[src/rtl/regread_port_arbiter.sv]
// rtl/regread_port_arbiter.sv - round-robin arbiter sharing one register-file read port
// Optional zero-register bypass enabled by defining REGREAD_XZR_EN.
module regread_port_arbiter #(
  parameter int NREQ  = 4,
  parameter int DATAW = 64
) (
  input  logic               clk,
  input  logic               reset_n,
  input  logic               stall,
  input  logic [NREQ-1:0]    req,
  input  logic [NREQ*5-1:0]  addr,
  output logic [4:0]         port_sel,
  input  logic [DATAW-1:0]   port_rdata,
  output logic [NREQ-1:0]    grant,
  output logic [NREQ-1:0]    ack,
  output logic [DATAW-1:0]   rdata,
  output logic               busy
);

  localparam int PW = $clog2(NREQ);
  localparam logic [PW:0]   NREQ_P = (PW+1)'(NREQ);
  localparam logic [PW-1:0] LAST   = PW'(NREQ - 1);

  logic [PW-1:0]   ptr;
  logic [PW-1:0]   win;
  logic [PW-1:0]   nptr;
  logic [PW:0]     idx;
  logic            found;
  logic [NREQ-1:0] elig;
  logic [NREQ-1:0] gnext;
  logic [4:0]      addr_arr [NREQ];
  logic [4:0]      win_addr;
  logic            win_xzr;
  logic            gnt_xzr;

  always_comb begin
    for (int i = 0; i < NREQ; i++) begin
      addr_arr[i] = addr[i*5 +: 5];
    end
  end

  // A requester already holding the port or just acked has not yet dropped req.
  assign elig = req & ~grant & ~ack;

  always_comb begin
    found = 1'b0;
    win   = '0;
    idx   = '0;
    for (int k = 0; k < NREQ; k++) begin
      idx = {1'b0, ptr} + (PW+1)'(k);
      if (idx >= NREQ_P) begin
        idx = idx - NREQ_P;
      end
      if (!found && elig[idx[PW-1:0]]) begin
        found = 1'b1;
        win   = idx[PW-1:0];
      end
    end
  end

  always_comb begin
    gnext      = '0;
    gnext[win] = 1'b1;
  end

  assign win_addr = addr_arr[win];
  assign nptr     = (win == LAST) ? '0 : win + 1'b1;

`ifdef REGREAD_XZR_EN
  assign win_xzr = (win_addr == 5'd31);
`else
  assign win_xzr = 1'b0;
`endif

  always_ff @(posedge clk or negedge reset_n) begin
    if (!reset_n) begin
      grant    <= '0;
      ack      <= '0;
      rdata    <= '0;
      port_sel <= '0;
      ptr      <= '0;
      gnt_xzr  <= 1'b0;
    end else begin
      ack <= grant;
      if (|grant) begin
        rdata <= gnt_xzr ? '0 : port_rdata;
      end
      if (!stall && found) begin
        grant   <= gnext;
        ptr     <= nptr;
        gnt_xzr <= win_xzr;
        // Zero-register reads leave the mux select where it was.
        if (!win_xzr) begin
          port_sel <= win_addr;
        end
      end else begin
        grant   <= '0;
        gnt_xzr <= 1'b0;
      end
    end
  end

  assign busy = (|grant) | (|ack);

endmodule

[config.mk]
export PLATFORM = sky130hd
export DESIGN_NAME = regread_port_arbiter
export DESIGN_NICKNAME = d
export VERILOG_FILES = /design/src/rtl/regread_port_arbiter.sv
export SDC_FILE = /design/constraint.sdc
export NUM_CORES = 1
export LEC_CHECK = 0
export CAP_MARGIN = 20
export CELL_PAD_IN_SITES_DETAIL_PLACEMENT = 1
export CELL_PAD_IN_SITES_GLOBAL_PLACEMENT = 2
export CORE_AREA = 3 3 116 118
export CTS_CLUSTER_DIAMETER = 200
export DETAILED_ROUTE_END_ITERATION = 12
export DIE_AREA = 0 0 119 121
export PLACE_DENSITY_LB_ADDON = 0.1
export SLEW_MARGIN = 40
export SYNTH_ARGS = -nofsm -noshare
export SYNTH_HDL_FRONTEND = slang
export SYNTH_SLANG_ARGS = --single-unit
[constraint.sdc]
create_clock -name clk -period 5.8 [get_ports clk]
set_clock_uncertainty 0.1 [all_clocks]
set_input_delay 0.87 -clock clk [delete_from_list [all_inputs] [get_ports clk]]
set_output_delay 0.87 -clock clk [all_outputs]
set_load 0.1 [all_outputs]
### Word level (Yosys, flattened, before mapping)

Index checks and enable logic that the tools add are counted.

| word-level totals | value |
|---|---|
| bits in registers | 79 |
| word-level logic and storage cells | 69 |

| cells by class | value |
|---|---|
| multiplexer cells | 27 |
| add/sub/neg operators | 8 |
| equal/unequal tests | 1 |
| $lt $le $gt $ge | 11 |
| reduce and logical (&&, ||, !) cells | 11 |
| bitwise logic cells | 6 |

Operators by type and width:

| cell | count |
|---|---|
| 2-bit 2-to-1 mux | 9 |
| 2-bit by 3-bit < comparator with 1-bit output, second input constant | 5 |
| 3-bit greater-or-equal comparator, second input constant | 4 |
| 5-bit binary-select mux with 2-bit select | 1 |
| 5-bit 2-to-1 mux | 2 |
| 1-bit 2-to-1 mux | 9 |
| 4-bit bitwise AND | 2 |
| 1-bit binary-select mux with 2-bit select | 4 |
| 4-bit inverter | 2 |
| 4-bit OR reduction | 2 |
| 2-bit by 1-bit subtractor with 2-bit output, second input constant | 4 |
| 2-bit by 2-bit adder with 3-bit output, second input constant | 2 |
| 1-bit logical AND | 5 |
| 1-bit zero test | 4 |
| 4-bit 2-to-1 mux | 1 |
| 2-bit by 1-bit adder with 3-bit output, second input constant | 1 |
| 2-bit by 3-bit greater-or-equal comparator with 1-bit output, second input constant | 1 |
| 2-bit inverter with 3-bit output | 1 |
| 2-bit by 1-bit adder with 2-bit output, second input constant | 1 |
| 1-bit demux with 2-bit select | 1 |
| 2-bit equality test, second input constant | 1 |
| 2-bit by 1-bit greater-or-equal comparator with 1-bit output, second input constant | 1 |
| 1-bit OR | 1 |

### Depth between registers and ports, before layout

Gate-level depths: netlist of run 1.

| depth | value |
|---|---|
| depth in word-level cells | 20 |
| depth in mapped cells | 6 |

### Least setup slack after synthesis of run 1

OpenSTA, ideal clock, no wires.

| path | value |
|---|---|
| path kind | flip-flop to output port |
| start point | reg grant[1] |
| end point | out busy |
| data arrival time | 2.321 ns |
| cell stages (with the launch flop) | 5 |
| setup slack | 2.509 ns |
| cell sequence | dfrtp_1 > nor4_1 > clkbuf_1 > buf_2 > nand2_1 |

| between the ends | value |
|---|---|
| word-level cells in the longest chain between the ends | 2 |

RTL lines:

| item | RTL line | RTL |
|---|---|---|
| from (decl) | 14 | `output logic [NREQ-1:0] grant,` |
| from (signal assigned) | 89 | `grant <= gnext;` |
| 4-bit OR reduction | 103 | `assign busy = (\|grant) \| (\|ack);` |
| 1-bit OR | 103 |  |
| to (decl) | 17 | `output logic busy` |

No other way between the ends.

### Final worst setup path of run 1

| path | value |
|---|---|
| start point | in req[1] |
| end point | reg port_sel[0] |

| between the ends | value |
|---|---|
| word-level cells in the longest chain between the ends | 18 |

RTL lines:

| item | RTL line | RTL |
|---|---|---|
| from (decl) | 10 | `input logic [NREQ-1:0] req,` |
| 4-bit bitwise AND * (2 in a row) | 43 | `assign elig = req & ~grant & ~ack;` |
| 1-bit binary-select mux with 2-bit select | 54 | `if (!found && elig[idx[PW-1:0]]) begin` |
| 1-bit 2-to-1 mux (not written as such) | 54 |  |
| 1-bit 2-to-1 mux | 54 |  |
| 1-bit zero test | 54 |  |
| 1-bit logical AND | 54 |  |
| 1-bit 2-to-1 mux | 54 |  |
| 1-bit zero test | 54 |  |
| 1-bit logical AND | 54 |  |
| 1-bit 2-to-1 mux | 54 |  |
| 1-bit zero test | 54 |  |
| 1-bit logical AND | 54 |  |
| 2-bit 2-to-1 mux | 54 |  |
| 2-bit inverter with 3-bit output (not written as such) | 66 | `assign win_addr = addr_arr[win];` |
| 5-bit binary-select mux with 2-bit select | 66 |  |
| 5-bit 2-to-1 mux (not written as such) (2 in a row) | 66 |  |
| to (signal assigned) | 94 | `port_sel <= win_addr;` |
| to (decl) | 12 | `output logic [4:0] port_sel,` |

Mark *: on every way between the ends. The rest lies on a longest branch, timed or not. The select of a mux whose other input is x is not followed.
A chain may end at the register's enable or synchronous reset.

==> results.py, run 1 <==
metrics = {
    "status": {
        "outcome": "completed",
    },
    "global_routing": {
        "grt_max_degree": 80,
        "grt_use_total_pct": 13.0,
        "grt_pass1_vias": 2570,
        "antenna_found_initial": 0,
        "grt_pass1_wl_mm": 14.5,
        "grt-ovfl-total": 0,
    },
    "timing": {
        "max_clock_freq_ghz": 0.326,
        "relSlewSlack_pct": 51.7,
        "grt_setup_unrepaired": "no",
        "min_period_ns": 3.07,
        "post-route-period-util_pct": 52.9,
        "setup_violations": 0,
        "hold_viol_final": 0,
        "tightest_slew_ns": 0.722,
        "fin_setup_tns_ns": 0,
        "final_max_slew_viol_count": 0,
    },
    "drt": {
        "drtPass1Iterations": 4,
        "via_count": 2473,
        "drcViolationCount": 0,
        "final_antenna_net_count": 0,
        "routed_via_density": 4.35,
        "drt_iter0_drc": 88,
        "wire_per_inst_um": 16.1,
        "finalWirelength_mm": 9.18,
    },
    "clock_network": {
        "cts_tree": "yes",
        "cts_setup_buffers": 0,
        "h-tree-depth": 3,
        "cts_resized": 0,
        "holdBufCountCts": 0,
        "insertion_delay_ns": 0.33,
        "clk_pin_slew_ns": 0.06,
        "cts.sinks": 79,
        "clockBufferDepth": 2,
        "cts_root_buf": "clkbuf_16",
        "cts_made_buffers": 9,
    },
    "worst_setup_path": {
        "cpMaxStageDelayCell": "and3_1",
        "critPathLaunchType": "primary input",
        "path_cells": "clkdlybuf4s50_1, or3b_2, a2bb2oi_2, and3_1, mux2i_1, o211ai_1",
        "max_stage_delay_ns": 0.58,
        "path_class": "in -> reg",
        "worstReg2RegStart": "grant[1]",
        "cp_max_fo": 11,
        "cp.required_ns": 5.90,
        "reg2reg_depth": 5,
        "worst-path-buf-inv": 1,
        "reg2reg_slack_ns": 3.28,
        "r2r-end": "port_sel[0]",
        "cp-end-kind": "register",
        "critPathTopFamily": "simple AND/OR/NAND/NOR gates",
        "worstPathArrival_ns": 3.17,
    },
    "layout": {
        "final_cell_mix": "89 x clkdlybuf4s50_1, 79 x dfrtp_1, 78 x buf_2",
        "num-fill-cells": 1346,
        "drive_gt1_share_pct": 42.3,
        "area_growth_pct": 53.9,
        "nets": 483,
        "final_common_cell": "clkdlybuf4s50_1",
        "diodes": 0,
    },
    "placed_design": {
        "hpwl_mm": 6.67,
        "gp_congestion": 0.723,
        "port_buffers": 168,
    },
    "logic_synthesis": {
        "ys_ff_latch": 79,
        "syn_inst": 224,
        "yosysUniqueCellTypes": 32,
        "avgSynthCellArea_um2": 14.5,
        "synth_nets": 315,
        "yosys_warnings": 0,
        "synth_area_mm2": 0.00324,
        "seq_area_frac_synth_pct": 61.0,
    },
    "floorplanning": {
        "die_h_um": 121,
        "num_rows": 41,
        "ios": 169,
        "die_area_mm2": 0.0144,
        "die_x_um": 119,
        "core_mm2": 0.0126,
        "start_util_pct": 25.8,
    },
    "hold_path": {
        "min-delay-start": "grant[2]",
        "holdPathStages": 0,
        "hold_class": "reg -> reg",
        "whs_endpoint": "ack[2]",
    },
    "job": {
        "cap_violations": 0,
    },
}
-- worst max path at each step --
stage / depth (start not counted) / startpoint / slack (ns) / end
after floorplan: 4 / grant[1] / 2.51 / busy
after global placement: 6 / req[1] / 2.13 / port_sel[4]
after detailed placement: 6 / req[1] / 2.05 / port_sel[4]
after CTS: 6 / req[1] / 2.42 / port_sel[0]
after global routing: 6 / req[1] / 2.55 / port_sel[4]
final: 6 / req[1] / 2.73 / port_sel[0]
-- cells in the mapped netlist --
cell / count / area [µm²]
a21boi_1: 1 / 7.51
a21oi_1: 1 / 5.00
a211oi_1: 2 / 15.0
a31o_2: 1 / 8.76
nor3b_1: 3 / 22.5
and3_2: 1 / 7.51
buf_6: 2 / 22.5
or3_4: 1 / 11.3
nand2_1: 8 / 30.0
a31oi_1: 6 / 37.5
nor2_1: 2 / 7.51
o211ai_1: 10 / 75.1
buf_2: 8 / 40.0
nand2b_1: 1 / 6.26
nor3_1: 1 / 5.00
and3_1: 1 / 6.26
clkbuf_1: 2 / 7.51
or3b_2: 3 / 26.3
xnor2_1: 1 / 8.76
or4b_1: 1 / 10.0
nand4bb_1: 1 / 11.3
inv_1: 7 / 26.3
and4_1: 5 / 43.8
a2bb2oi_1: 1 / 8.76
nor4_1: 2 / 12.5
mux2i_1: 5 / 50.1
or3b_4: 1 / 11.3
buf_1: 1 / 3.75
o32a_1: 1 / 10.0
mux2_2: 64 / 721
o21ai_0: 1 / 5.00
dfrtp_1: 79 / 1980
-- area by class of cell --
cell class	instances	area (µm²)	share of cell area, %
sequential	79	1980	39.6
timing repair buffer	170	1310	26.3
multi-input combinational	125	1180	23.6
clock buffer	13	260	5.22
tap	172	215	4.32
inverter	7	26.3	0.527
clock inverter	3	17.5	0.351
-- cells by family after synthesis --
logic type / count (synthesis) / synth area share (%)
flip-flops: 79 / 61.0
AO/OA/AOI/OAI: 24 / 5.33
multiplexers: 69 / 23.8
buffers and inverters: 20 / 3.09
XOR/XNOR: 1 / 0.270
AND/OR/NAND/NOR: 31 / 6.53
-- per-stage QoR --
| step | instances | cell area, µm² | setup WS [ns] | util, % | hold WS [ns] |
|---|---|---|---|---|---|
| 2_1_floorplan | 224 | 3240 | 2.51 | - | 0.424 |
| 3_3_place_gp | 553 | 5080 | 2.13 | 40.4 | 0.330 |
| 3_5_place_dp | 553 | 4700 | 2.05 | 37.4 | 0.345 |
| 4_1_cts | 569 | 4980 | 2.42 | 39.6 | 0.356 |
| 5_1_grt | 569 | 4990 | 2.55 | 39.7 | 0.382 |
| 6_report | 569 | 4990 | 2.73 | 39.7 | 0.352 |
-- per-layer routing --
layer  GRT usage, %  wire (µm)
met4           6.66        193
met3           3.92        609
met1           16.3       4090
met5              0          0
met2           20.5       4290
-- worst reg2reg max path, delay by kind of cell (launching register included) --
family,cells,cell delay (ns)
compound gates,2,0.52
simple gates,2,1.11
flops,1,0.42
mux,1,0.24
-- sequential cells by signal, summed over array words and instances (netlist names) --
register  count
ptr           2
rdata        64
grant         4
port_sel      5
ack           4
Power of run 1 is not shown: default switching activity piles up to over one toggle a cycle in this logic, so the estimate is an artifact.
==> run 2, diff against run 1 <==
- CORE_AREA: 3 3 116 118 -> 3 3 126 128
- DIE_AREA: 0 0 119 121 -> 0 0 129 131
- clock period: 5.8 -> 2.8 ns (I/O delays scaled with it)
==> run 2 against run 1 <==
First-iteration DRC count shrank 9.1%. Critical endpoint is now port_sel[2]. Worst hold slack improved by 0.019 ns. Via count increased by 1.5%. Highest routed layer unchanged. Critical path type unchanged. Utilization is 4.3 points lower. Non-clock buffer count increased by 8.
==> results.py, run 2 (synthesized netlist as in run 1, its figures left out) <==
metrics = {
    "status": {
        "outcome": "completed",
    },
    "placed_design": {
        "gp_congestion": 0.736,
        "hpwl_mm": 6.93,
        "port_buffers": 168,
    },
    "layout": {
        "largestRegisters": "rdata x64, port_sel x5",
        "final_common_cell": "clkdlybuf4s50_1",
        "largest_reg_flops": 64,
        "num-fill-cells": 1611,
        "top_register": "rdata",
        "final_cell_mix": "89 x clkdlybuf4s50_1, 86 x buf_4, 79 x dfrtp_1",
        "diodes": 0,
        "nets": 491,
        "area_growth_pct": 63.6,
        "drive_gt1_share_pct": 43.7,
    },
    "timing": {
        "final_max_slew_viol_count": 0,
        "max_clock_freq_ghz": 0.407,
        "post-route-period-util_pct": 87.7,
        "min_period_ns": 2.45,
        "hold_viol_final": 0,
        "fin_setup_tns_ns": 0,
        "tightest_slew_ns": 0.581,
        "relSlewSlack_pct": 61.3,
        "grt_setup_unrepaired": "no",
        "setup_violations": 0,
    },
    "worst_setup_path": {
        "worstReg2RegStart": "grant[1]",
        "r2r-end": "port_sel[2]",
        "reg2reg_depth": 5,
        "cp-end-kind": "register",
        "critPathLaunchType": "primary input",
        "max_stage_delay_ns": 0.54,
        "crit_end": "port_sel[2]",
        "cpMaxStageDelayCell": "and3_1",
        "path_cells": "clkdlybuf4s50_1, or3b_2, a2bb2oi_1, and3_1, mux2i_1, o211ai_1",
        "worstPathArrival_ns": 2.56,
        "reg2reg_slack_ns": 0.43,
        "cp.required_ns": 2.91,
        "crit_start": "req[1]",
        "path_class": "in -> reg",
        "cp_max_fo": 10,
    },
    "clock_network": {
        "clk_pin_slew_ns": 0.06,
        "clockBufferDepth": 2,
        "cts_tree": "yes",
        "cts_resized": 0,
        "cts_made_buffers": 9,
        "insertion_delay_ns": 0.33,
        "cts_root_buf": "clkbuf_16",
        "cts.sinks": 79,
        "h-tree-depth": 3,
    },
    "floorplanning": {
        "die_area_mm2": 0.0169,
        "num_rows": 45,
        "core_mm2": 0.0150,
        "start_util_pct": 21.6,
        "ios": 169,
        "die_h_um": 131,
        "die_x_um": 129,
    },
    "drt": {
        "routed_via_density": 4.23,
        "drt_iter0_drc": 80,
        "via_count": 2509,
        "drtPass1Iterations": 2,
        "final_antenna_net_count": 0,
        "drcViolationCount": 0,
        "wire_per_inst_um": 15.8,
        "finalWirelength_mm": 9.37,
    },
    "global_routing": {
        "grt_use_total_pct": 10.8,
        "antenna_found_initial": 0,
        "grt_max_degree": 55,
        "grt_pass1_wl_mm": 14.0,
        "grt_pass1_vias": 2651,
        "grt-ovfl-total": 0,
    },
    "job": {
        "cap_violations": 0,
    },
    "hold_path": {
        "hold_class": "reg -> reg",
    },
}
[run 2: cell count changes in the layout (fill, tap and decap cells not counted), sizes merged]
cell,previous run,this run
clkinvlp,1,0
bufinv,0,1
buf,80,88
clkbuf,14,11
clkinv,2,4
dlygate4sd3,0,1
[run 2: routing by layer]
metal | share of wire [%] | wire, µm | GRT usage [%] | vias up
li1 | - | - | - | 1168
met1 | 44 | 4100 | 13.3 | 1218
met2 | 46 | 4340 | 17.1 | 110
met3 | 7.7 | 721 | 3.17 | 13
met4 | 2.2 | 207 | 5.81 | 0
met5 | 0 | 0 | 0 | -
[run 2: stage by stage]
stage	instances	util, %	area, µm²	setup WS, ns	hold WS (ns)
after CTS	593	35.4	5300	0.372	0.386
after floorplan	224	-	3240	0.178	0.0244
final	593	35.4	5300	0.346	0.371
after detailed placement	576	33.3	4990	0.0186	0.365
after global routing	593	35.4	5300	0.214	0.398
after global placement	576	33.3	4990	-0.0735	0.369
[run 2: layout make-up]
cell class | count | area (µm²) | share of cell area, %
Sequential cell | 79 | 1980 | 37.3
Multi-Input combinational cell | 125 | 1180 | 22.2
Tap cell | 188 | 235 | 4.44
Inverter | 7 | 26.3 | 0.496
Clock inverter | 5 | 57.6 | 1.09
Clock buffer | 11 | 243 | 4.58
Timing Repair Buffer | 178 | 1590 | 29.9
[run 2: critical path, delay by kind of cell]
kind	cells	cell delay, ns
multiplexers	1	0.27
AO/OA/AOI/OAI	2	0.37
AND/OR/NAND/NOR	2	1.03
buffers and inverters	1	0.47
[run 2: what timing repair did]
item | CTS | global route
hold buffers | 1 | 0
setup buffers | 0 | 0
hold endpoints to repair | 3 | 0
[run 2: how the worst min path moves through the flow]
stage,start,end,slack (ns),cells past startpoint
finish,grant[2],ack[2],0.37,0
global route,grant[2],ack[2],0.40,0
CTS,grant[2],ack[2],0.39,0
detailed placement,reset_n,rdata[57],0.37,1
global placement,reset_n,rdata[61],0.37,1
floorplan,reset_n,ack[0],0.02,0
Power of run 2 is left out for the same reason.
